File: src/rtl/load_store_unit.sv
// Load/store unit: aligns, extends and merges sub-word accesses onto a 32-bit word memory.
// Optional macro LSU_MISALIGN_TRAP_EN reports misaligned accesses as errors instead of forcing alignment.
module load_store_unit (
    input  logic        clk,
    input  logic        rst_n,
    input  logic        req,
    input  logic        wr,
    input  logic [1:0]  size,
    input  logic        uns,
    input  logic [31:0] addr,
    input  logic [31:0] wdata,
    output logic        ready,
    output logic        done,
    output logic        err,
    output logic [31:0] rdata,
    output logic [31:0] mem_a,
    output logic        mem_we,
    output logic [31:0] mem_wd,
    input  logic [31:0] mem_rd
);

    typedef enum logic [2:0] {IDLE, LOAD, ST_RD, ST_WR, RESP} state_e;

    state_e      state_q, state_d;
    logic        wr_q, wr_d;
    logic [1:0]  size_q, size_d;
    logic        uns_q, uns_d;
    logic [31:0] addr_q, addr_d;
    logic [31:0] wdata_q, wdata_d;
    logic [31:0] merged_q, merged_d;
    logic [31:0] rdata_q, rdata_d;
    logic        misaligned;
    logic [31:0] req_addr;
    logic [31:0] lane_shifted;
    logic [31:0] lane_mask;
    logic [31:0] load_value;
    logic [4:0]  lane_shift;

`ifdef LSU_MISALIGN_TRAP_EN
    logic err_q, err_d;

    always_comb begin
        misaligned = ((size == 2'b01) && addr[0]) || (size[1] && (addr[1:0] != 2'b00));
        req_addr   = addr;
    end
`else
    always_comb begin
        misaligned = 1'b0;
        case (size)
            2'b00:   req_addr = addr;
            2'b01:   req_addr = {addr[31:1], 1'b0};
            default: req_addr = {addr[31:2], 2'b00};
        endcase
    end
`endif

    // Byte-lane datapath shared by load extraction and store merge.
    always_comb begin
        lane_shift   = {addr_q[1:0], 3'b000};
        lane_shifted = mem_rd >> lane_shift;
        lane_mask    = ((size_q == 2'b00) ? 32'h0000_00ff : 32'h0000_ffff) << lane_shift;
        case (size_q)
            2'b00:   load_value = {{24{~uns_q & lane_shifted[7]}}, lane_shifted[7:0]};
            2'b01:   load_value = {{16{~uns_q & lane_shifted[15]}}, lane_shifted[15:0]};
            default: load_value = mem_rd;
        endcase
    end

    always_comb begin
        // NOTE: every comb output gets a default first so no path can infer a latch.
        state_d  = state_q;
        wr_d     = wr_q;
        size_d   = size_q;
        uns_d    = uns_q;
        addr_d   = addr_q;
        wdata_d  = wdata_q;
        merged_d = merged_q;
        rdata_d  = rdata_q;
`ifdef LSU_MISALIGN_TRAP_EN
        err_d    = err_q;
`endif
        ready    = 1'b0;
        done     = 1'b0;
        mem_a    = 32'h0;
        mem_we   = 1'b0;
        mem_wd   = 32'h0;

        case (state_q)
            IDLE: begin
                ready = 1'b1;
                if (req) begin
                    wr_d    = wr;
                    size_d  = size;
                    uns_d   = uns;
                    addr_d  = req_addr;
                    wdata_d = wdata;
`ifdef LSU_MISALIGN_TRAP_EN
                    err_d   = misaligned;
`endif
                    if (misaligned)  state_d = RESP;
                    else if (!wr)    state_d = LOAD;
                    else if (size[1]) state_d = ST_WR;
                    else             state_d = ST_RD;
                end
            end
            LOAD: begin
                mem_a = {addr_q[31:2], 2'b00};
                if (!wr_q) rdata_d = load_value;
                state_d = RESP;
            end
            ST_RD: begin
                mem_a    = {addr_q[31:2], 2'b00};
                merged_d = (mem_rd & ~lane_mask) | ((wdata_q << lane_shift) & lane_mask);
                state_d  = ST_WR;
            end
            ST_WR: begin
                mem_a   = {addr_q[31:2], 2'b00};
                mem_we  = 1'b1;
                mem_wd  = size_q[1] ? wdata_q : merged_q;
                state_d = RESP;
            end
            RESP: begin
                done    = 1'b1;
                state_d = IDLE;
            end
            default: state_d = IDLE;
        endcase
    end

    always_ff @(posedge clk or negedge rst_n) begin
        if (!rst_n) begin
            state_q  <= IDLE;
            wr_q     <= 1'b0;
            size_q   <= 2'b00;
            uns_q    <= 1'b0;
            addr_q   <= 32'h0;
            wdata_q  <= 32'h0;
            merged_q <= 32'h0;
            rdata_q  <= 32'h0;
`ifdef LSU_MISALIGN_TRAP_EN
            err_q    <= 1'b0;
`endif
        end else begin
            // NOTE: non-blocking so every flop samples the pre-edge values.
            state_q  <= state_d;
            wr_q     <= wr_d;
            size_q   <= size_d;
            uns_q    <= uns_d;
            addr_q   <= addr_d;
            wdata_q  <= wdata_d;
            merged_q <= merged_d;
            rdata_q  <= rdata_d;
`ifdef LSU_MISALIGN_TRAP_EN
            err_q    <= err_d;
`endif
        end
    end

    assign rdata = rdata_q;
`ifdef LSU_MISALIGN_TRAP_EN
    assign err = done & err_q;
`else
    assign err = 1'b0;
`endif

endmodule

File: config.mk
export PLATFORM = sky130hd
export DESIGN_NAME = load_store_unit
export DESIGN_NICKNAME = d
export VERILOG_FILES = /design/src/rtl/load_store_unit.sv
export SDC_FILE = /design/constraint.sdc
export NUM_CORES = 1
export LEC_CHECK = 0
export BUFFER_PORTS_ARGS = -buffer_cell sky130_fd_sc_hd__buf_2
export CORE_MARGIN = 8
export CORE_UTILIZATION = 38
export CTS_CLUSTER_SIZE = 8
export DETAILED_ROUTE_END_ITERATION = 16
export SLEW_MARGIN = 40
export SYNTH_ARGS = -nofsm -noshare
export SYNTH_HDL_FRONTEND = slang
export SYNTH_SLANG_ARGS = --single-unit
File: constraint.sdc
create_clock -name clk -period 3.6 [get_ports clk]
set_clock_uncertainty 0.1 [all_clocks]
set_input_delay 0.36 -clock clk [delete_from_list [all_inputs] [get_ports clk]]
set_output_delay 0.36 -clock clk [all_outputs]
set_load 0.1 [all_outputs]
# After elaboration in Yosys (flattened, before gate mapping)
# Cells that the tools add are included.
# word_totals
reg_bits	135
inputBits	103
output_inout_bits	100
wordCells	46
# classes
eq_ne	7
shifts	3
muxes	13
bitwise	8
n_reduce_logical	7
# ops
cell	count
$mux W32	3
$and A32 B32 Y32	2
$pmux W32 S2	1
$not A32 Y32	1
$or A32 B32 Y32	1
$shl A16 B5 Y32	1
$shl A32 B5 Y32	1
$shr A32 B5 Y16	1
$mux W16	1
$pmux W3 S3	1
$eq A3 B2 Y1 const B	2
$eq A2 B1 Y1 const B	2
$logic_not A2 Y1	2
$mux W1	4
$pmux W2 S2	1
$reduce_and A2 Y1	2
$eq A3 B1 Y1 const B	1
$eq A3 B3 Y1 const B	1
$logic_not A3 Y1	1
$mux W3	1
$reduce_or A3 Y1	1
$and A1 B1 Y1	2
$mux W2	1
$ne A2 B2 Y1 const B	1
other kinds (2)	3

# Depth between registers and ports, before layout
# Gate-level depths: netlist of run 1.
# logic_depth
word_depth	6
depth_mapped	7
depth_no_buf	4

# Worst setup path before layout of run 1
# No wires, ideal clock.
# synth_timing
path_kind	reg-to-reg
startpoint	register state_q[1]
endpoint	register addr_q[10]
setup_time_ns	0.125
t_arrival_ns	3.562
required_ns	3.375
setup_slack_ns	-0.187
path_stages_with_launch	7
path_buffers	3
synth_period_minus_slack_ns	3.787
cell_sequence	dfrtp_1 buf_6 nor3_1 and2_1 buf_2 buf_2 mux2_2
# synth_between
elab_chain_cells	2
# synth_lines
item	line	rtl
start, declared	24	state_e state_q, state_d;
start signal, assigned	145	state_q <= state_d;
$logic_not A3 Y1	88	case (state_q)
$reduce_and A2 Y1 (no line)	n/a	
end signal, assigned	149	addr_q <= addr_d;
end, declared	28	logic [31:0] addr_q, addr_d;
# No other way between the ends.
# A chain may end at the register's enable or synchronous reset.

# Worst setup path in the final report of run 1
# layout_timing
startpoint	register size_q[1]
endpoint	output port mem_wd[23]
# layout_between
elab_chain_cells	2
# layout_lines
item	line	rtl
start, declared	26	logic [1:0] size_q, size_d;
start signal, assigned	147	size_q <= size_d;
$mux W32	119	mem_wd = size_q[1] ? wdata_q : merged_q;
$mux W32	88	
end, declared	18	output logic [31:0] mem_wd,
# No other way between the ends.

==> flow_summary.yaml, run 1 <==
timing:
  max_slew_margin: 0.482
  rsz0062_at_grt: "false"
  finalMaxSlewViolations: 0
  tightest_slew_ns: 0.777
  final_hold_viol_count: 0
  timing.fmax_mhz: 360
  setup_tns_ns: 0
  period_share: 0.772
  finalCriticalPeriod_ns: 2.78
  whs_ns: 0.0672
  setup_viol: 0
critical_path:
  critical_path.max_fanout: 46
  arrival_ns: 2.32
  crit_required_ns: 3.14
  crit_path_end_kind: "output pin"
  worstPathBufferInverterCount: 2
  path_cells: "buf_12, mux2i_1, nor2_1, buf_2"
  worst_path_max_delay_cell: "dfrtp_2"
  worstSetupPathType: "register to output pin"
  start_kind: "register"
  crit_family: "flip-flops"
  slowest_delay_ns: 0.86
routing:
  routed_wl_um: 21800
  avgViaCountPerCell: 5.15
  wl_per_cell_um: 20.1
  num_vias: 5572
  dr.first_iter.drc_count: 323
  post-route-drc-count: 0
  firstDrtPassIters: 7
  antenna_left: 0
clock_network:
  ctsHoldBuffers: 1
  cts_made_buffers: 17
  clk_latency_ns: 0.42
  cts_tree: "yes"
  cts_setup_buffers: 0
  htreeDepth: 4
  cts_buffer_depth: 2
  path_clk_slew_ns: 0.06
  clockRootBuffer: "clkbuf_16"
  cts_resized: 0
  cts_sinks: 135
worst_hold_path:
  hp-class: "input pin to register"
final_layout:
  final_area_mm2: 0.00881
  fill_cells: 1755
  nets: 941
  syn2layout_area_growth_pct: 26.1
  drive_gt1_frac: 0.412
synthesis:
  synth_cells: 653
  syn_area_per_cell_um2: 10.7
  synth_edf_count: 0
  async_reset_ff_frac: 1.00
  ys_top_cells_by_count: "135 x dfrtp_1, 81 x mux2_2, 74 x mux2i_1, 58 x nand2_1, 57 x nor2_1"
  synth_area_mm2: 0.00699
  netlist-cell-type-count: 38
  ys_warn_count: 0
  synth.area.top_cells: "dfrtp_1 48%, mux2_2 13%, mux2i_1 11%"
  ys_seq_area_frac: 0.483
  synth_most_common_cell: "dfrtp_1"
  ys_ff_latch: 135
  synth_flop_cell: "dfrtp_1"
  synth_top_area_share: 0.483
  synth_area_leader_cell: "dfrtp_1"
floorplanning:
  io_pins: 203
  rows: 49
  die_h_um: 152
  die_area_mm2: 0.0230
  initial_core_util: 0.388
  die_x_um: 152
  design.core.area_mm2: 0.0180
global_route:
  grt_max_degree: 72
  overflow: 0
  track_usage: 0.194
  antenna_found_initial: 6
  grt_pass1_wl_um: 33600
  grt_pass1_vias: 5806
placed_design:
  dpl_cell_area_mm2: 0.00817
  io_buffers: 199
  gp_congestion: 0.809
  hpwlAfterDp_um: 16300
outcome:
  status: "finished, final reports clean"
run:
  cap_viol_max_count: 0
## metal layers
metal  vias up  global-route usage  routed length [um]
met5         -                   0                  76
met4        12              0.0485                 221
met3        29              0.0941                2600
met2       221               0.298                9770
met1      2651               0.241                9120
li1       2659                   -                   -
## worst paths after layout
path	cells past startpoint	from	end	slack [ns]
max reg2reg	5	size_q[1]	merged_q[17]	1.28
max	4	size_q[1]	mem_wd[23]	0.82
min in group asynchronous	2	rst_n	wdata_q[16]	0.42
min reg2reg	2	merged_q[1]	merged_q[1]	0.38
min	2	wdata[16]	wdata_q[16]	0.07
max in group asynchronous	3	rst_n	rdata[29]	2.11
## worst reg2reg max path: cells and delay by family (launching register included)
kind / cells / cell delay (ns)
AO/OA/AOI/OAI: 2 / 0.44
buffers and inverters: 1 / 0.34
flip-flops: 1 / 0.68
multiplexers: 1 / 0.24
AND/OR/NAND/NOR: 1 / 0.38
## registers in the layout (all words and copies together) (netlist names)
name      cells
uns_q         1
addr_q       32
wr_q          1
size_q        2
state_q       3
merged_q     32
rdata        32
wdata_q      32
## per-stage QoR
step | util | setup slack [ns] | instances
after global placement | 0.453 | 1.22 | 1047
after global routing | 0.489 | 0.689 | 1080
after CTS | 0.489 | 0.812 | 1080
final | 0.489 | 0.820 | 1082
after floorplan | - | 0.695 | 655
after detailed placement | 0.453 | 1.27 | 1047
## cells in the final DEF (no fill, tap or decap), types with 4 or more instances in the layout
cell type / synthesis / layout
a222oi_1: 7 / 7
nand2b_1: 11 / 11
o21ai_0: 48 / 48
nor2_1: 57 / 57
buf_2: 21 / 198
nand3_1: 21 / 21
nand3_2: 10 / 10
a21oi_1: 23 / 23
nand2_1: 58 / 57
mux2_2: 81 / 81
o2bb2ai_1: 8 / 8
clkbuf_16: 0 / 17
buf_4: 3 / 13
o31ai_1: 7 / 7
mux2i_1: 74 / 74
and2_1: 32 / 31
dfrtp_1: 135 / 133
clkbuf_8: 0 / 4
## area by class of cell
type / count / area, um2 / area share
well taps: 229 / 287 / 0.0325
diodes: 2 / 5.00 / 0.000568
clock buffers: 21 / 480 / 0.0545
flip-flops and latches: 135 / 3380 / 0.384
repair buffers: 214 / 1130 / 0.128
clock inverters: 11 / 145 / 0.0165
multi-input cells: 467 / 3370 / 0.383
inverters: 3 / 11.3 / 0.00128
## cell families (layout without fill, tap and decap cells)
| kind of cell | after synthesis | in the layout | synth area share |
|---|---|---|---|
| DFF | 135 | 135 | 0.483 |
| buffers and inverters | 53 | 249 | 0.0371 |
| other | 1 | 5 | 0.000537 |
| and+or+nand+nor | 205 | 205 | 0.147 |
| muxes | 156 | 156 | 0.240 |
| AOI/OAI and AO/OA | 103 | 103 | 0.0919 |
Power of run 1 is left out: the tool's default activity adds up to more than one toggle a clock period on the data nets, which glitch-free logic cannot reach.
==> inputs of run 2 (changes only) <==
- ABC_AREA: not set -> 1
- clock period: 3.6 -> 2.7 ns (I/O delays scaled with it)
==> run 2 against run 1 <==
Global-route usage is 1.7 points higher. Hold slack worse by 0.048 ns. Sequential share of layout area is 4.0 points lower. Sequential cell count stayed put. Critical endpoint is now mem_a[8]. Largest cell class unchanged. Highest routed layer unchanged.
==> flow_summary.yaml, run 2 <==
outcome:
  status: "finished, final reports clean"
global_route:
  track_usage: 0.211
  overflow: 0
  grt_pass1_vias: 7767
  grt_max_degree: 62
  antenna_found_initial: 6
  grt_pass1_wl_um: 40300
critical_path:
  slowest_delay_ns: 0.46
  crit_family: "buffers and inverters"
  worstPathBufferInverterCount: 3
  path_cells: "inv_2, nand2_1, buf_4, nor2_1, buf_2"
  arrival_ns: 2.20
  crit_required_ns: 2.33
  crit_path_end_kind: "output pin"
  critical_path.max_fanout: 18
  worst_path_max_delay_cell: "dfrtp_1"
  start_kind: "register"
  worstSetupPathType: "register to output pin"
synthesis:
  synth_flop_cell: "dfrtp_1"
  synth_area_leader_cell: "dfrtp_1"
  synth_edf_count: 0
  ys_top_cells_by_count: "378 x nand2_1, 145 x inv_1, 135 x dfrtp_1, 104 x o21ai_0, 75 x nand3_1"
  ys_seq_area_frac: 0.459
  async_reset_ff_frac: 1.00
  synth.area.top_cells: "dfrtp_1 46%, nand2_1 19%, inv_1 7.4%"
  synth_area_mm2: 0.00737
  syn_area_per_cell_um2: 6.95
  ys_ff_latch: 135
  netlist-cell-type-count: 30
  synth_cells: 1060
  synth_top_area_share: 0.459
  ys_warn_count: 0
  synth_most_common_cell: "nand2_1"
clock_network:
  htreeDepth: 4
  path_clk_slew_ns: 0.06
  cts_buffer_depth: 2
  cts_tree: "yes"
  clk_latency_ns: 0.42
  cts_sinks: 135
  clockRootBuffer: "clkbuf_16"
  cts_made_buffers: 17
  cts_setup_buffers: 0
final_layout:
  drive_gt1_frac: 0.219
  syn2layout_area_growth_pct: 33.7
  nets: 1413
  layout_common_cells: "378 x nand2_1, 198 x buf_2, 145 x inv_1"
  final_common_cell: "nand2_1"
  fill_cells: 1949
routing:
  dr.first_iter.drc_count: 553
  antenna_left: 0
  avgViaCountPerCell: 4.72
  post-route-drc-count: 0
  num_vias: 7516
  wl_per_cell_um: 15.8
  firstDrtPassIters: 7
  routed_wl_um: 25100
floorplanning:
  die_h_um: 155
  initial_core_util: 0.382
  design.core.area_mm2: 0.0193
  die_x_um: 155
  rows: 51
  io_pins: 203
  die_area_mm2: 0.0241
placed_design:
  gp_congestion: 0.842
  io_buffers: 199
  hpwlAfterDp_um: 18000
timing:
  finalMaxSlewViolations: 0
  finalCriticalPeriod_ns: 2.57
  timing.fmax_mhz: 389
  max_slew_margin: 0.527
  period_share: 0.952
  final_hold_viol_count: 0
  rsz0062_at_grt: "false"
  tightest_slew_ns: 0.709
  setup_tns_ns: 0
  setup_viol: 0
worst_hold_path:
  hp-class: "input pin to register"
run:
  cap_viol_max_count: 0
[run 2: cell count changes in the layout (fill, tap and decap cells not counted), moves of 56 or more]
cell,previous run,this run
nand2_1,57,378
inv_1,3,145
mux2_2,81,0
mux2i_1,74,0
dlygate4sd3_1,1,66
o21ai_0,48,104
[run 2: final timing paths]
| path | startpoint | to | slack [ns] | depth (start not counted) |
|---|---|---|---|---|
| worst max-delay path | state_q[2] | mem_a[8] | 0.13 | 5 |
| worst min-delay path | wdata[4] | wdata_q[4] | 0.02 | 3 |
| worst max register to register | size_q[1] | rdata[24] | 0.49 | 6 |
| worst min register to register | merged_q[19] | merged_q[19] | 0.38 | 2 |
| max in group asynchronous | rst_n | addr_q[19] | 1.48 | 3 |
| min in group asynchronous | rst_n | rdata[27] | 0.24 | 2 |
[run 2: layout make-up]
class / count / area, um2 / area share
Antenna cell: 5 / 12.5 / 0.00127
Clock buffer: 17 / 425 / 0.0432
Clock inverter: 15 / 133 / 0.0135
Inverter: 154 / 581 / 0.0590
Multi-Input combinational cell: 715 / 3130 / 0.318
Sequential cell: 135 / 3380 / 0.343
Tap cell: 265 / 332 / 0.0337
Timing Repair Buffer: 287 / 1850 / 0.188
[run 2: what timing repair did]
action,CTS,global route
gates resized for setup,0,1
hold buffers,66,0
endpoints found under the setup margin,0,12
endpoints found under the hold margin,110,0
[run 2: worst reg2reg max path, cell delays in order, from the launching register on]
cell     delay, ns
dfrtp_4       0.66
buf_4         0.32
nor2_2        0.39
nand3_2       0.38
nand3_1       0.18
nand2_1       0.07
inv_1         0.06
[run 2: per-layer routing]
metal / up-vias / routed length [um] / share of wire / GRT usage
met5: - / 11 / 0.00044 / 0
met4: 2 / 563 / 0.022 / 0.0804
met3: 48 / 2150 / 0.086 / 0.0693
met2: 309 / 11700 / 0.47 / 0.337
met1: 3406 / 10600 / 0.42 / 0.261
li1: 3751 / - / - / -
[run 2: logic make-up (layout without fill, tap and decap cells)]
| logic type | after synthesis | count (layout) | synth area share |
|---|---|---|---|
| compound gates | 153 | 153 | 0.106 |
| buf+inv | 212 | 473 | 0.119 |
| flops | 135 | 135 | 0.459 |
| other cells | 1 | 8 | 0.000509 |
| simple gates | 559 | 559 | 0.316 |
[run 2: per-stage QoR]
step	instances	utilization	hold slack, ns	setup slack, ns	cell area [um2]
floorplan	1062	-	-0.126	0.325	7380
global placement	1490	0.447	0.132	0.520	8610
detailed placement	1490	0.447	0.134	0.468	8610
CTS	1588	0.510	0.00231	0.0580	9830
global route	1592	0.511	0.0300	0.0248	9850
finish	1593	0.511	0.0189	0.129	9850
Power of run 2 is left out for the same reason.
==> inputs of run 3 (changes only) <==
--- a/config.mk
+++ b/config.mk
@@ -10,5 +10,5 @@
 export CORE_MARGIN = 8
 export CORE_UTILIZATION = 38
-export CTS_CLUSTER_SIZE = 8
+export CTS_CLUSTER_SIZE = 28
 export DETAILED_ROUTE_END_ITERATION = 16
 export SLEW_MARGIN = 40
==> constraint.sdc (replaced) <==
create_clock -name clk -period 2.7 [get_ports clk]
set_clock_uncertainty 0.1 [all_clocks]
set_input_delay 0 -clock clk [delete_from_list [all_inputs] [get_ports clk]]
set_output_delay 0 -clock clk [all_outputs]
set_load 0.1 [all_outputs]
==> run 3 against run 2 <==
Cell area up 5.5%. First-iteration DRC count down 6.5%. Highest routed layer is now met4. Maximum frequency up 4.7%. Critical endpoint is now state_q[1]. Register-to-register slack worse by 0.25 ns. Critical path depth down 1. Cell count up 2.3%. Worst setup slack better by 0.12 ns. Global-route usage down 0.065 points. Non-clock buffer count up 42. Die area unchanged.
==> flow_summary.yaml, run 3 (synthesized netlist as in run 2, its figures left out) <==
floorplanning:
  io_pins: 203
  die_x_um: 155
  die_h_um: 155
  rows: 51
  initial_core_util: 0.382
  design.core.area_mm2: 0.0193
  die_area_mm2: 0.0241
clock_network:
  clockRootBuffer: "clkbuf_16"
  cts_made_buffers: 17
  htreeDepth: 4
  cts_tree: "yes"
  cts_buffer_depth: 2
  path_clk_slew_ns: 0.06
  clk_latency_ns: 0.42
  cts_setup_buffers: 0
  cts_sinks: 135
timing:
  whs_ns: 0.211
  final_hold_viol_count: 0
  tightest_slew_ns: 0.796
  period_share: 0.910
  max_slew_margin: 0.468
  finalMaxSlewViolations: 0
  setup_viol: 0
  timing.fmax_mhz: 407
  finalCriticalPeriod_ns: 2.46
  rsz0062_at_grt: "false"
  setup_tns_ns: 0
critical_path:
  start_kind: "register"
  crit_required_ns: 2.96
  rr_worst_depth: 4
  crit_path_end_kind: "register"
  regToRegEndpoint: "state_q[1]"
  r2r_slack_ns: 0.24
  arrival_ns: 2.71
  critical_path.max_fanout: 19
  worstSetupPathType: "register to register"
  r2r-start: "state_q[2]"
final_layout:
  final_common_cell: "nand2_1"
  layout_common_cells: "377 x nand2_1, 198 x buf_2, 145 x inv_1"
  nets: 1455
  syn2layout_area_growth_pct: 41.0
  antennaDiodeCount: 0
  final_area_mm2: 0.0104
  drive_gt1_frac: 0.211
routing:
  wl_met1_um: 10800
  dr.first_iter.drc_count: 517
  wl_per_cell_um: 15.3
  routed_wl_um: 24900
  wl_met2_um: 11600
  top_layer_used: "met4"
  post-route-drc-count: 0
  antenna_left: 0
  avgViaCountPerCell: 4.73
  num_vias: 7702
  wl_met3_um: 1960
  firstDrtPassIters: 6
global_route:
  overflow: 0
  grt_pass1_vias: 7784
  grt_max_degree: 76
  grt_pass1_wl_um: 40200
  antenna_found_initial: 0
  track_usage: 0.210
power_and_ir_drop:
  p_per_area_mw_per_mm2: 1460
  leakage_nw: 5.67
  peakVddDrop_mv: 1.18
worst_hold_path:
  holdPathStages: 4
  holdPathEnd: "wdata_q[22]"
  hp-start: "wdata[22]"
  hp-class: "input pin to register"
run:
  cap_viol_max_count: 0
placed_design:
  gp_congestion: 0.867
  dpl_cell_area_mm2: 0.00857
  hpwlAfterDp_um: 17600
  io_buffers: 199
outcome:
  status: "finished, final reports clean"
[run 3: cell types whose count changed in the layout (fill, tap and decap cells not counted), moves of 2 or more]
| cell | delta |
|---|---|
| clkbuf_8 | +4 |
| clkinvlp_4 | +2 |
| dfrtp_2 | +2 |
| bufinv_16 | +5 |
| clkinv_4 | -4 |
| dlygate4sd3_1 | +45 |
| buf_4 | -3 |
| diode_2 | -5 |
| inv_6 | -7 |
[run 3: critical path: stages (launching register included)]
cell and delay, ns:
dfrtp_1 0.46, nor3_4 0.69, inv_2 0.36, a21oi_1 0.23
dlygate4sd3_1 0.56
[run 3: per-layer routing]
metal,up-vias,global-route usage
met1,3535,0.264
met3,44,0.0580
met5,-,0
li1,3828,-
met2,295,0.341
met4,0,0.0776
[run 3: cell type report]
| type | count | area [um2] |
|---|---|---|
| Clock inverter | 10 | 190 |
| Clock buffer | 22 | 484 |
| Timing Repair Buffer | 329 | 2290 |
| Multi-Input combinational cell | 715 | 3130 |
| Sequential cell | 135 | 3380 |
| Tap cell | 265 | 332 |
| Fill cell | 1899 | 8880 |
| Inverter | 154 | 581 |
[run 3: metrics by stage]
step / setup WS (ns) / util / instances / total power [mW]
final: 0.244 / 0.539 / 1630 / 15.2
after global routing: 0.0907 / 0.539 / 1630 / 16.2
after CTS: 0.195 / 0.537 / 1628 / 15.2
after detailed placement: 0.668 / 0.445 / 1486 / 12.4
after global placement: 0.662 / 0.445 / 1486 / 12.3
after floorplan: 0.101 / - / 1062 / 10.6
[run 3: power by group]
part | internal (mW) | leakage [nW] | switching [mW]
Combinational | 1.91 | 3.72 | 6.98
Clock | 1.74 | 0.319 | 0.908
Sequential | 3.03 | 1.63 | 0.642
Total | 6.69 | 5.67 | 8.53
[run 3: worst max path at each step]
stage	slack [ns]	endpoint	start
floorplan	0.10	mem_wd[20]	state_q[2]
global placement	0.66	mem_a[30]	state_q[2]
detailed placement	0.67	merged_q[17]	addr_q[1]
CTS	0.20	rdata[6]	addr_q[0]
global route	0.09	state_q[1]	state_q[2]
finish	0.24	state_q[1]	state_q[2]
[run 3: what timing repair did]
item,in CTS,in global routing
resized for setup,0,1
setup endpoints to repair,0,1
hold buffers,110,1
endpoints found under the hold margin,202,24
Power figures use the tool's default switching activity.
